## config.mk

```make
export PLATFORM = sky130hd
export DESIGN_NAME = input_debouncer
export DESIGN_NICKNAME = d
export VERILOG_FILES = /design/src/rtl/input_debouncer_pkg.sv /design/src/rtl/input_debouncer_sync_2ff.sv /design/src/rtl/input_debouncer.sv
export SDC_FILE = /design/constraint.sdc
export NUM_CORES = 1
export LEC_CHECK = 0
export ABC_CLOCK_PERIOD_IN_PS = 2400
export BUFFER_PORTS_ARGS = -buffer_cell sky130_fd_sc_hd__buf_2
export CORE_MARGIN = 4
export CORE_UTILIZATION = 56
export DETAILED_ROUTE_END_ITERATION = 12
export PLACE_DENSITY_LB_ADDON = 0.2
export REMOVE_ABC_BUFFERS = 1
export SETUP_SLACK_MARGIN = 0.4
export SLEW_MARGIN = 10
export SYNTH_ARGS = -nofsm -noshare
export SYNTH_HDL_FRONTEND = slang
export SYNTH_HIERARCHICAL = 1
export SYNTH_SLANG_ARGS = --single-unit
```

## constraint.sdc

```tcl
create_clock -name clk -period 2.4 [get_ports clk]
set_clock_uncertainty 0.05 [all_clocks]
set_input_delay 0 -clock clk [delete_from_list [all_inputs] [get_ports clk]]
set_output_delay 0 -clock clk [all_outputs]
set_load 0.03 [all_outputs]
```

## src/rtl/input_debouncer_pkg.sv

```systemverilog
// Shared state encoding for the input debouncer FSM.
package input_debouncer_pkg;

    typedef enum logic [1:0] {
        STABLE_LOW  = 2'b00,
        WAIT_HIGH   = 2'b01,
        STABLE_HIGH = 2'b10,
        WAIT_LOW    = 2'b11
    } state_e;

endpackage

```

## src/rtl/input_debouncer_sync_2ff.sv

```systemverilog
// Two-flop synchronizer for a single asynchronous bit; reusable for other CDC paths.
module sync_2ff (
    input  logic clk,
    input  logic reset_n,
    input  logic d,
    output logic q
);

    logic s1_q;
    logic s2_q;

    always_ff @(posedge clk or negedge reset_n) begin
        if (!reset_n) begin
            s1_q <= 1'b0;
            s2_q <= 1'b0;
        end else begin
            s1_q <= d;
            s2_q <= s1_q;
        end
    end

    assign q = s2_q;

endmodule

```

## src/rtl/input_debouncer.sv

```systemverilog
// Debounces a raw asynchronous input into a registered level plus one-cycle rise/fall pulses.
module input_debouncer
    import input_debouncer_pkg::*;
#(
    parameter int DEBOUNCE_CYCLES = 1000
) (
    input  logic clk,
    input  logic reset_n,
    input  logic raw_in,
    output logic level_out,
    output logic rise_pulse,
    output logic fall_pulse
);

    localparam int                   CNT_WIDTH = $clog2(DEBOUNCE_CYCLES);
    localparam logic [CNT_WIDTH-1:0] CNT_ONE   = CNT_WIDTH'(1);
    localparam logic [CNT_WIDTH-1:0] CNT_LAST  = CNT_WIDTH'(DEBOUNCE_CYCLES - 1);

    logic                 s;
    state_e               state_q, state_d;
    logic [CNT_WIDTH-1:0] cnt_q, cnt_d;
    logic                 level_q, level_d;
    logic                 rise_q, rise_d;
    logic                 fall_q, fall_d;

    sync_2ff u_sync (
        .clk     (clk),
        .reset_n (reset_n),
        .d       (raw_in),
        .q       (s)
    );

    always_ff @(posedge clk or negedge reset_n) begin
        if (!reset_n) begin
            state_q <= STABLE_LOW;
            cnt_q   <= '0;
            level_q <= 1'b0;
            rise_q  <= 1'b0;
            fall_q  <= 1'b0;
        end else begin
            state_q <= state_d;
            cnt_q   <= cnt_d;
            level_q <= level_d;
            rise_q  <= rise_d;
            fall_q  <= fall_d;
        end
    end

    // cnt counts consecutive samples at the new value; the first one is taken on entry to WAIT.
    always_comb begin
        state_d = state_q;
        cnt_d   = cnt_q;
        unique case (state_q)
            STABLE_LOW: begin
                if (s) begin
                    state_d = WAIT_HIGH;
                    cnt_d   = CNT_ONE;
                end
            end
            WAIT_HIGH: begin
                if (!s) begin
                    state_d = STABLE_LOW;
                    cnt_d   = '0;
                end else if (cnt_q == CNT_LAST) begin
                    state_d = STABLE_HIGH;
                    cnt_d   = '0;
                end else begin
                    cnt_d = cnt_q + CNT_ONE;
                end
            end
            STABLE_HIGH: begin
                if (!s) begin
                    state_d = WAIT_LOW;
                    cnt_d   = CNT_ONE;
                end
            end
            WAIT_LOW: begin
                if (s) begin
                    state_d = STABLE_HIGH;
                    cnt_d   = '0;
                end else if (cnt_q == CNT_LAST) begin
                    state_d = STABLE_LOW;
                    cnt_d   = '0;
                end else begin
                    cnt_d = cnt_q + CNT_ONE;
                end
            end
        endcase
    end

    // Only a WAIT->opposite-STABLE commit moves the level; glitch rejections fall back silently.
    always_comb begin
        rise_d  = (state_q == WAIT_HIGH) && (state_d == STABLE_HIGH);
        fall_d  = (state_q == WAIT_LOW)  && (state_d == STABLE_LOW);
        level_d = level_q;
        if (rise_d) level_d = 1'b1;
        if (fall_d) level_d = 1'b0;
    end

    assign level_out  = level_q;
    assign rise_pulse = rise_q;
    assign fall_pulse = fall_q;

endmodule

```

==> key figures, run 1 <==
Timing
  • Measured slew at the worst slew-check pin: 0.4145 ns
  • Crit path time final: 1.843 ns
  • Unrepaired setup endpoints after global routing: no
  • Max Transition Viols Final: 0
  • FMAX: 542.6 MHz
  • Setup WS post-layout: 0.5571 ns
  • Final hold vios: 0
  • Tcrit/Tclk final: 76.79%
  • Max_slew headroom: 72.27%
  • Setup_tns: 0 ns
  • Final setup violating endpoints: 0

GRT
  • Antenna violations before repair: 0
  • Vias in the first global route: 569
  • Gr ovfl total: 0
  • Total GRT Usage: 16.73%
  • First-pass GRT wire length: 2594 um
  • Pin count of the biggest net entering global routing: 18

Place
  • DP HPWL: 1101 um
  • PortBufs: 5
  • GP Congestion: 0.8180
  • Place WS: 0.5069 ns

Clock network
  • Clock sink count: 17
  • Clock Path Buffers: 2
  • Postcts setup bufs: 0
  • Clock root buffer: clkbuf_4
  • Clock transition at path regs: 0.10 ns
  • CTS tree: yes
  • H-tree Lvls: 1
  • Number of buffers created by CTS: 3
  • Clk_lat worst skew: 0.28 ns

Final layout
  • NumNets Final: 97
  • Commonest non-fill, non-tap cell in the layout: dfrtp_1
  • Syn-to-layout area delta: 10.67%
  • Layout cells sized above 1: 17.39%
  • Highest-count cells in the layout ignoring fill and taps: 17 x dfrtp_1, 9 x nand2_1, 8 x o21ai_0
  • Diodes inserted: 0

Worst setup path
  • Crit path buf inv count: 0
  • Critical path endpoint category: flop
  • Worst endpoint required time: 2.53 ns
  • CP max stage cell: or4_4
  • CP delay by family, top: simple AND/OR/NAND/NOR gates
  • CP max FO: 5
  • Crit Path Category: reg2reg
  • Critical path arrival: 1.97 ns
  • CP max stage delay: 0.51 ns
  • Crit start category: flop
  • CP Cell Sequence: ha_1 > nand4b_1 > or4_4 > mux2_4

Yosys
  • Syn. warnings: 6
  • Yosys reg bits: 17
  • Mean Syn Cell Area: 10.18 um^2
  • Gate Count Post-Synth: 83
  • Seq/Total Area, Yosys: 50.37%
  • Mapped Area: 844.6 um^2
  • Synth cell types: 34

Route
  • Drt drc: 0
  • DR WL/cell: 14.43 um
  • Iter 0 DRT Violations: 30
  • Vias/cell: 5.907
  • Routed WL: 1544 um
  • Vias: 632
  • DRT antenna net count: 0
  • Detailed Routing Iterations Pass 1: 4

Die
  • Vert. Die Dim: 46.84 um
  • Rows: 13
  • IO Count: 6
  • Initial Utilization: 61.81%
  • Die width: 46.84 um
  • CORE AREA: 1366 um^2
  • Total Die Area: 2194 um^2

Power and ir drop
  • Pwr per Cell Area: 518.9 nW/um^2
  • Leak pwr: 0.4205 nW
  • Worst VDD drop: 288.9 uV

Hold path
  • Min-delay worst type: in2async

Job
  • Max Cap Viol: 0

Outcome
  • Outcome: complete, no violations
## kinds of logic (layout without fill, tap and decap cells)
kind of cell	after synthesis	in the layout	synth area share, %
XOR/XNOR	4	4	5.038
adder cells (fa/ha/maj)	1	1	1.481
AND/OR/NAND/NOR	35	35	22.22
AO/OA/AOI/OAI	19	19	15.26
buffers and inverters	5	14	2.518
multiplexers	2	2	3.110
flip-flops	17	17	50.37
## metal layers
layer	GRT usage, %	vias up	part of all wire, %
li1	-	314	-
met1	23.32	290	47
met2	26.29	26	46
met3	3.448	2	6.5
met4	4.972	0	0.71
met5	0	-	0
## final timing paths
kind,start,endpoint,slack (ns),cells past startpoint
max in group asynchronous,reset_n,cnt_q[6],1.94,2
worst min-delay path,reset_n,state_q[1],0.10,2
min in group clk,raw_in,u_sync/s1_q,0.30,2
worst max-delay path,cnt_q[0],state_q[1],0.56,4
worst min register to register,u_sync/s1_q,u_sync/q,0.32,0
worst max register to register,cnt_q[0],state_q[1],0.56,4
## sequential cells by signal, summed over array words and instances (netlist names)
register	count
cnt_q	10
fall_pulse	1
level_out	1
u_sync/s1_q	1
u_sync/q	1
state_q	2
rise_pulse	1
## final cells by class
| type | count | area, um^2 |
|---|---|---|
| clock buffers | 4 | 26.28 |
| fillers | 106 | 431.7 |
| inverters | 3 | 11.26 |
| multi-input cells | 61 | 407.9 |
| repair buffers | 7 | 45.04 |
| well taps | 15 | 18.77 |
| flip-flops and latches | 17 | 425.4 |
## power by group
part	internal [W]	total (W)	switching [W]
clock	0.0000645	0.000150	0.0000860
combinational	0.0000136	0.0000336	0.0000200
sequential	0.000293	0.000301	0.00000798
total	0.000371	0.000485	0.000114
## timing repair
item	CTS	global route
resized for setup	0	1
endpoints found under the setup margin	0	4
hold endpoints to repair	18	0
hold buffers	2	0
## per-stage QoR
stage	utilization, %	hold WS, ns	cells	power, W	cell area, um^2
global placement	64.29	-0.1187	101	0.0003354	878.3
CTS	67.67	0.1113	107	0.0004862	924.6
detailed placement	64.29	-0.1164	101	0.0003366	878.3
global route	68.41	0.1362	107	0.0005073	934.6
finish	68.41	0.1027	107	0.0004850	934.6
floorplan	-	-0.3456	81	0.0003236	834.6
## cells in the mapped netlist
master / count / area [um^2]
nand2_1: 9 / 33.78
xnor2_1: 2 / 17.52
or4_4: 1 / 11.26
nor2_1: 7 / 26.28
or4_1: 1 / 7.510
a21o_1: 3 / 22.52
nand2b_1: 1 / 6.260
o21ai_0: 8 / 40.04
inv_2: 1 / 3.750
xor2_1: 1 / 8.760
o21ai_1: 1 / 5.000
dfrtp_1: 17 / 425.4
inv_1: 2 / 7.510
buf_2: 2 / 10.01
a31oi_1: 1 / 6.260
xor2_2: 1 / 16.27
mux2_2: 1 / 11.26
nor4_1: 2 / 12.51
mux2_4: 1 / 15.01
or2_2: 1 / 6.260
ha_1: 1 / 12.51
nor3_1: 4 / 20.02
nor3b_1: 2 / 15.01
o22a_1: 1 / 8.760
nand4_1: 1 / 6.260
a22o_1: 1 / 8.760
nand4_2: 1 / 12.51
o221ai_1: 1 / 8.760
a211oi_1: 1 / 7.510
o311ai_2: 1 / 16.27
or3_1: 1 / 6.260
nand4b_1: 1 / 8.760
a21oi_1: 1 / 5.000
nand3_1: 3 / 15.01
No activity file was read; power rests on OpenSTA's default activity.
==> inputs of run 2 (changes only) <==
--- a/config.mk
+++ b/config.mk
@@ -5,10 +5,11 @@
 export SDC_FILE = /design/constraint.sdc
 export NUM_CORES = 1
 export LEC_CHECK = 0
-export ABC_CLOCK_PERIOD_IN_PS = 2400
+export ABC_AREA = 1
+export ABC_CLOCK_PERIOD_IN_PS = 1800
 export BUFFER_PORTS_ARGS = -buffer_cell sky130_fd_sc_hd__buf_2
 export CORE_MARGIN = 4
-export CORE_UTILIZATION = 56
+export CORE_UTILIZATION = 57
 export DETAILED_ROUTE_END_ITERATION = 12
 export PLACE_DENSITY_LB_ADDON = 0.2
 export REMOVE_ABC_BUFFERS = 1
==> constraint.sdc (replaced) <==
create_clock -name clk -period 1.8 [get_ports clk]
set_clock_uncertainty 0.05 [all_clocks]
set_input_delay 0 -clock clk [delete_from_list [all_inputs] [get_ports clk]]
set_output_delay 0 -clock clk [all_outputs]
set_load 0.03 [all_outputs]
==> run 2 against run 1 <==
Net effect: setup slack got worse by 0.13 ns; first-iteration DRC count decreased by 30%; wire length increased by 23%; combinational power increased by 110%; synthesized cell count increased by 45%; register-to-register slack got worse by 0.13 ns; hold slack got worse by 0.011 ns; non-clock buffer count increased by 3; sequential cell count unchanged; utilization increased by 1.4 points; fmax increased by 34%; largest power group unchanged.
==> key figures, run 2 <==
Outcome
  • Outcome: complete, no violations (unchanged)

GRT
  • Vias in the first global route: 730 (was 569)
  • Pin count of the biggest net entering global routing: 18 (unchanged)
  • Gr ovfl total: 0 (unchanged)
  • First-pass GRT wire length: 3070 um (was 2594 um)
  • Antenna violations before repair: 0 (unchanged)
  • Total GRT Usage: 19.62% (was 16.73%)

Place
  • DP HPWL: 1294 um (was 1101 um)
  • Place WS: 0.3629 ns (was 0.5069 ns)
  • PortBufs: 5 (unchanged)
  • Placed cell count: 140 (was 101)
  • GP Congestion: 0.8611 (was 0.8180)

Worst setup path
  • Critical path arrival: 1.52 ns (was 1.97 ns)
  • Crit start category: flop (unchanged)
  • Worst endpoint required time: 1.95 ns (was 2.53 ns)
  • CP max stage delay: 0.41 ns (was 0.51 ns)
  • CP Cell Sequence: ha_4 > nand2_4 > nor2_4 > inv_2 > nor2_4 > nand4_1 > nand2_1 > inv_1 (was ha_1 > nand4b_1 > or4_4 > mux2_4)
  • CP max stage cell: dfrtp_1 (was or4_4)
  • Reg2reg setup slack: 0.43 ns (was 0.56 ns)
  • Crit Path Category: reg2reg (unchanged)
  • Cell repeated most along the worst path: nor2_4
  • Critical path endpoint category: flop (unchanged)
  • CP max FO: 4 (was 5)

Yosys
  • Synth Flop Type: dfrtp_1 (unchanged)
  • Syn. warnings: 6 (unchanged)
  • Largest cells by area after synthesis: dfrtp_1 47%, nand2_1 14%, inv_1 7.0%, nand3_1 6.6%, nor2_1 3.7% (was dfrtp_1 50%, o21ai_0 4.7%, nand2_1 4.0%, nor2_1 3.1%, a21o_1 2.7%)
  • Leading area contributor after synthesis: dfrtp_1 (unchanged)
  • Mean Syn Cell Area: 7.580 um^2 (was 10.18 um^2)
  • Post-synth EDFFs: 0 (unchanged)
  • Post-synth top area share: 46.77% (was 50.37%)
  • Ys async rst share: 100.0% (unchanged)
  • Seq/Total Area, Yosys: 46.77% (was 50.37%)
  • Gate Count Post-Synth: 120 (was 83)
  • Most common cell in the netlist: nand2_1 (was dfrtp_1)
  • Synth cell types: 19 (was 34)
  • Top post-synthesis cells by count: 35 x nand2_1, 17 x dfrtp_1, 17 x inv_1 (was 17 x dfrtp_1, 9 x nand2_1, 8 x o21ai_0)
  • Yosys reg bits: 17 (unchanged)
  • Mapped Area: 909.6 um^2 (was 844.6 um^2)

Die
  • Total Die Area: 2299 um^2 (was 2194 um^2)
  • Initial Utilization: 60.38% (was 61.81%)
  • CORE AREA: 1506 um^2 (was 1366 um^2)
  • Rows: 14 (was 13)
  • IO Count: 6 (unchanged)
  • Die width: 47.95 um (was 46.84 um)
  • Vert. Die Dim: 47.95 um (was 46.84 um)

Timing
  • Final setup violating endpoints: 0 (unchanged)
  • Crit path time final: 1.371 ns (was 1.843 ns)
  • FMAX: 729.5 MHz (was 542.6 MHz)
  • Unrepaired setup endpoints after global routing: yes (was no)
  • Setup_tns: 0 ns (unchanged)
  • Final hold vios: 0 (unchanged)
  • Tcrit/Tclk final: 76.15% (was 76.79%)
  • Measured slew at the worst slew-check pin: 0.3691 ns (was 0.4145 ns)
  • Max_slew headroom: 75.39% (was 72.27%)
  • Setup WS post-layout: 0.4293 ns (was 0.5571 ns)
  • Max Transition Viols Final: 0 (unchanged)

Final layout
  • Post-route insts no fill: 149 (was 107)
  • Max reg flops: 10 (unchanged)
  • Syn-to-layout area delta: 15.54% (was 10.67%)
  • Highest-count cells in the layout ignoring fill and taps: 34 x nand2_1, 17 x inv_1, 15 x dfrtp_1 (was 17 x dfrtp_1, 9 x nand2_1, 8 x o21ai_0)
  • Layout cells sized above 1: 21.05% (was 17.39%)
  • Final core occ: 69.77% (was 68.41%)
  • Diodes inserted: 0 (unchanged)
  • Filler cell count: 115 (was 106)
  • Commonest non-fill, non-tap cell in the layout: nand2_1 (was dfrtp_1)
  • Largest register by flop count: cnt_q (unchanged)
  • NumNets Final: 138 (was 97)
  • Largest regs: cnt_q (10), state_q (2) (unchanged)

Route
  • DRT antenna net count: 0 (unchanged)
  • Vias/cell: 5.255 (was 5.907)
  • Detailed Routing Iterations Pass 1: 6 (was 4)
  • DR WL/cell: 12.72 um (was 14.43 um)
  • Vias: 783 (was 632)
  • Iter 0 DRT Violations: 21 (was 30)
  • Drt drc: 0 (unchanged)
  • Routed WL: 1896 um (was 1544 um)

Power and ir drop
  • Switching Share: 25.23% (was 23.50%)
  • Worst VDD drop: 459.1 uV (was 288.9 uV)
  • Switch Pwr: 0.0001723 W (was 0.0001140 W)
  • Pwr per Cell Area: 649.6 nW/um^2 (was 518.9 nW/um^2)
  • Clock power share: 30.0% (was 31.0%)
  • Internal: 0.0005105 W (was 0.0003710 W)
  • Register share of total power: 59.6% (was 62.0%)
  • Combinational group share of total power: 10.4% (was 6.9%)
  • Leak pwr: 0.5534 nW (was 0.4205 nW)

Clock network
  • Number of buffers created by CTS: 3 (unchanged)
  • Clk_lat worst skew: 0.29 ns (was 0.28 ns)
  • H-tree Lvls: 1 (unchanged)
  • Clock transition at path regs: 0.09 ns (was 0.10 ns)
  • Clock Path Buffers: 2 (unchanged)
  • CTS tree: yes (unchanged)
  • Clock root buffer: clkbuf_4 (unchanged)
  • Clock sink count: 17 (unchanged)

Job
  • Max Cap Viol: 0 (unchanged)

Hold path
  • Min-delay worst type: in2async (unchanged)
-- run 2: cell types whose count changed after synthesis, moves of 3 or more --
cell | before | now
nor3_1 | 4 | 0
nand3_1 | 3 | 12
inv_1 | 2 | 17
nand2_1 | 9 | 35
nor2_2 | 0 | 4
nand4_1 | 1 | 5
inv_2 | 1 | 4
o21ai_0 | 8 | 0
-- run 2: power by group through the flow --
stage / clock network, W / logic, W / registers [W]
3_3_place_gp: 0 / 0.0000479 / 0.000409
5_1_grt: 0.000224 / 0.0000838 / 0.000408
6_report: 0.000205 / 0.0000712 / 0.000407
2_1_floorplan: 0 / 0.0000320 / 0.000408
4_1_cts: 0.000207 / 0.0000624 / 0.000403
3_5_place_dp: 0 / 0.0000506 / 0.000411
-- run 2: path summary, 6_finish.rpt --
| check | start | to | depth (start not counted) |
|---|---|---|---|
| worst min register to register | u_sync/s1_q | u_sync/q | 0 |
| max in group asynchronous | reset_n | cnt_q[7] | 2 |
| min in group clk | raw_in | u_sync/s1_q | 2 |
| worst min-delay path | reset_n | cnt_q[6] | 2 |
| worst max register to register | cnt_q[0] | level_out | 8 |
| worst max-delay path | cnt_q[0] | level_out | 8 |
-- run 2: cell type report --
class	count	area (um^2)	area share (%)
Sequential cell	17	427.9	40.71
Multi-Input combinational cell	81	430.4	40.95
Inverter	21	78.83	7.500
Clock buffer	4	26.28	2.500
Timing Repair Buffer	10	67.56	6.429
Tap cell	16	20.02	1.905
-- run 2: timing repair --
action | CTS | global route
gates resized for setup | 3 | 5
hold endpoints to repair | 18 | 0
endpoints found under the setup margin | 10 | 12
setup buffers | 2 | 1
hold buffers | 2 | 0
pin swaps | 3 | 4
-- run 2: stage by stage --
| stage | total power (W) | hold slack [ns] | instance area [um^2] |
|---|---|---|---|
| after floorplan | 0.0004400 | -0.3456 | 904.6 |
| after global placement | 0.0004573 | -0.1154 | 949.7 |
| after detailed placement | 0.0004615 | -0.1109 | 949.7 |
| after CTS | 0.0006722 | 0.1087 | 1021 |
| after global routing | 0.0007156 | 0.1170 | 1051 |
| final | 0.0006828 | 0.09175 | 1051 |
-- run 2: cell families after synthesis --
logic type / Yosys count / share of synthesized area, %
flip-flops: 17 / 46.77
buffers and inverters: 22 / 9.215
AND/OR/NAND/NOR: 70 / 35.35
adder cells (fa/ha/maj): 1 / 1.375
XOR/XNOR: 3 / 2.889
AO/OA/AOI/OAI: 7 / 4.401
-- run 2: metal layers --
| layer | GRT usage [%] | share of wire (%) | vias to the layer above | wire length [um] |
|---|---|---|---|---|
| met5 | 0 | 0 | - | 0 |
| met4 | 9.677 | 2.0 | 0 | 37 |
| met3 | 3.383 | 2.8 | 6 | 54 |
| met2 | 31.40 | 50 | 10 | 941 |
| met1 | 25.28 | 45 | 368 | 862 |
| li1 | - | - | 399 | - |
-- run 2: critical path: cells and delay by family, from the launching register on --
family | cells | cell delay [ns]
fa+ha+maj | 1 | 0.17
buf+inv | 2 | 0.09
flops | 1 | 0.41
simple gates | 5 | 0.55
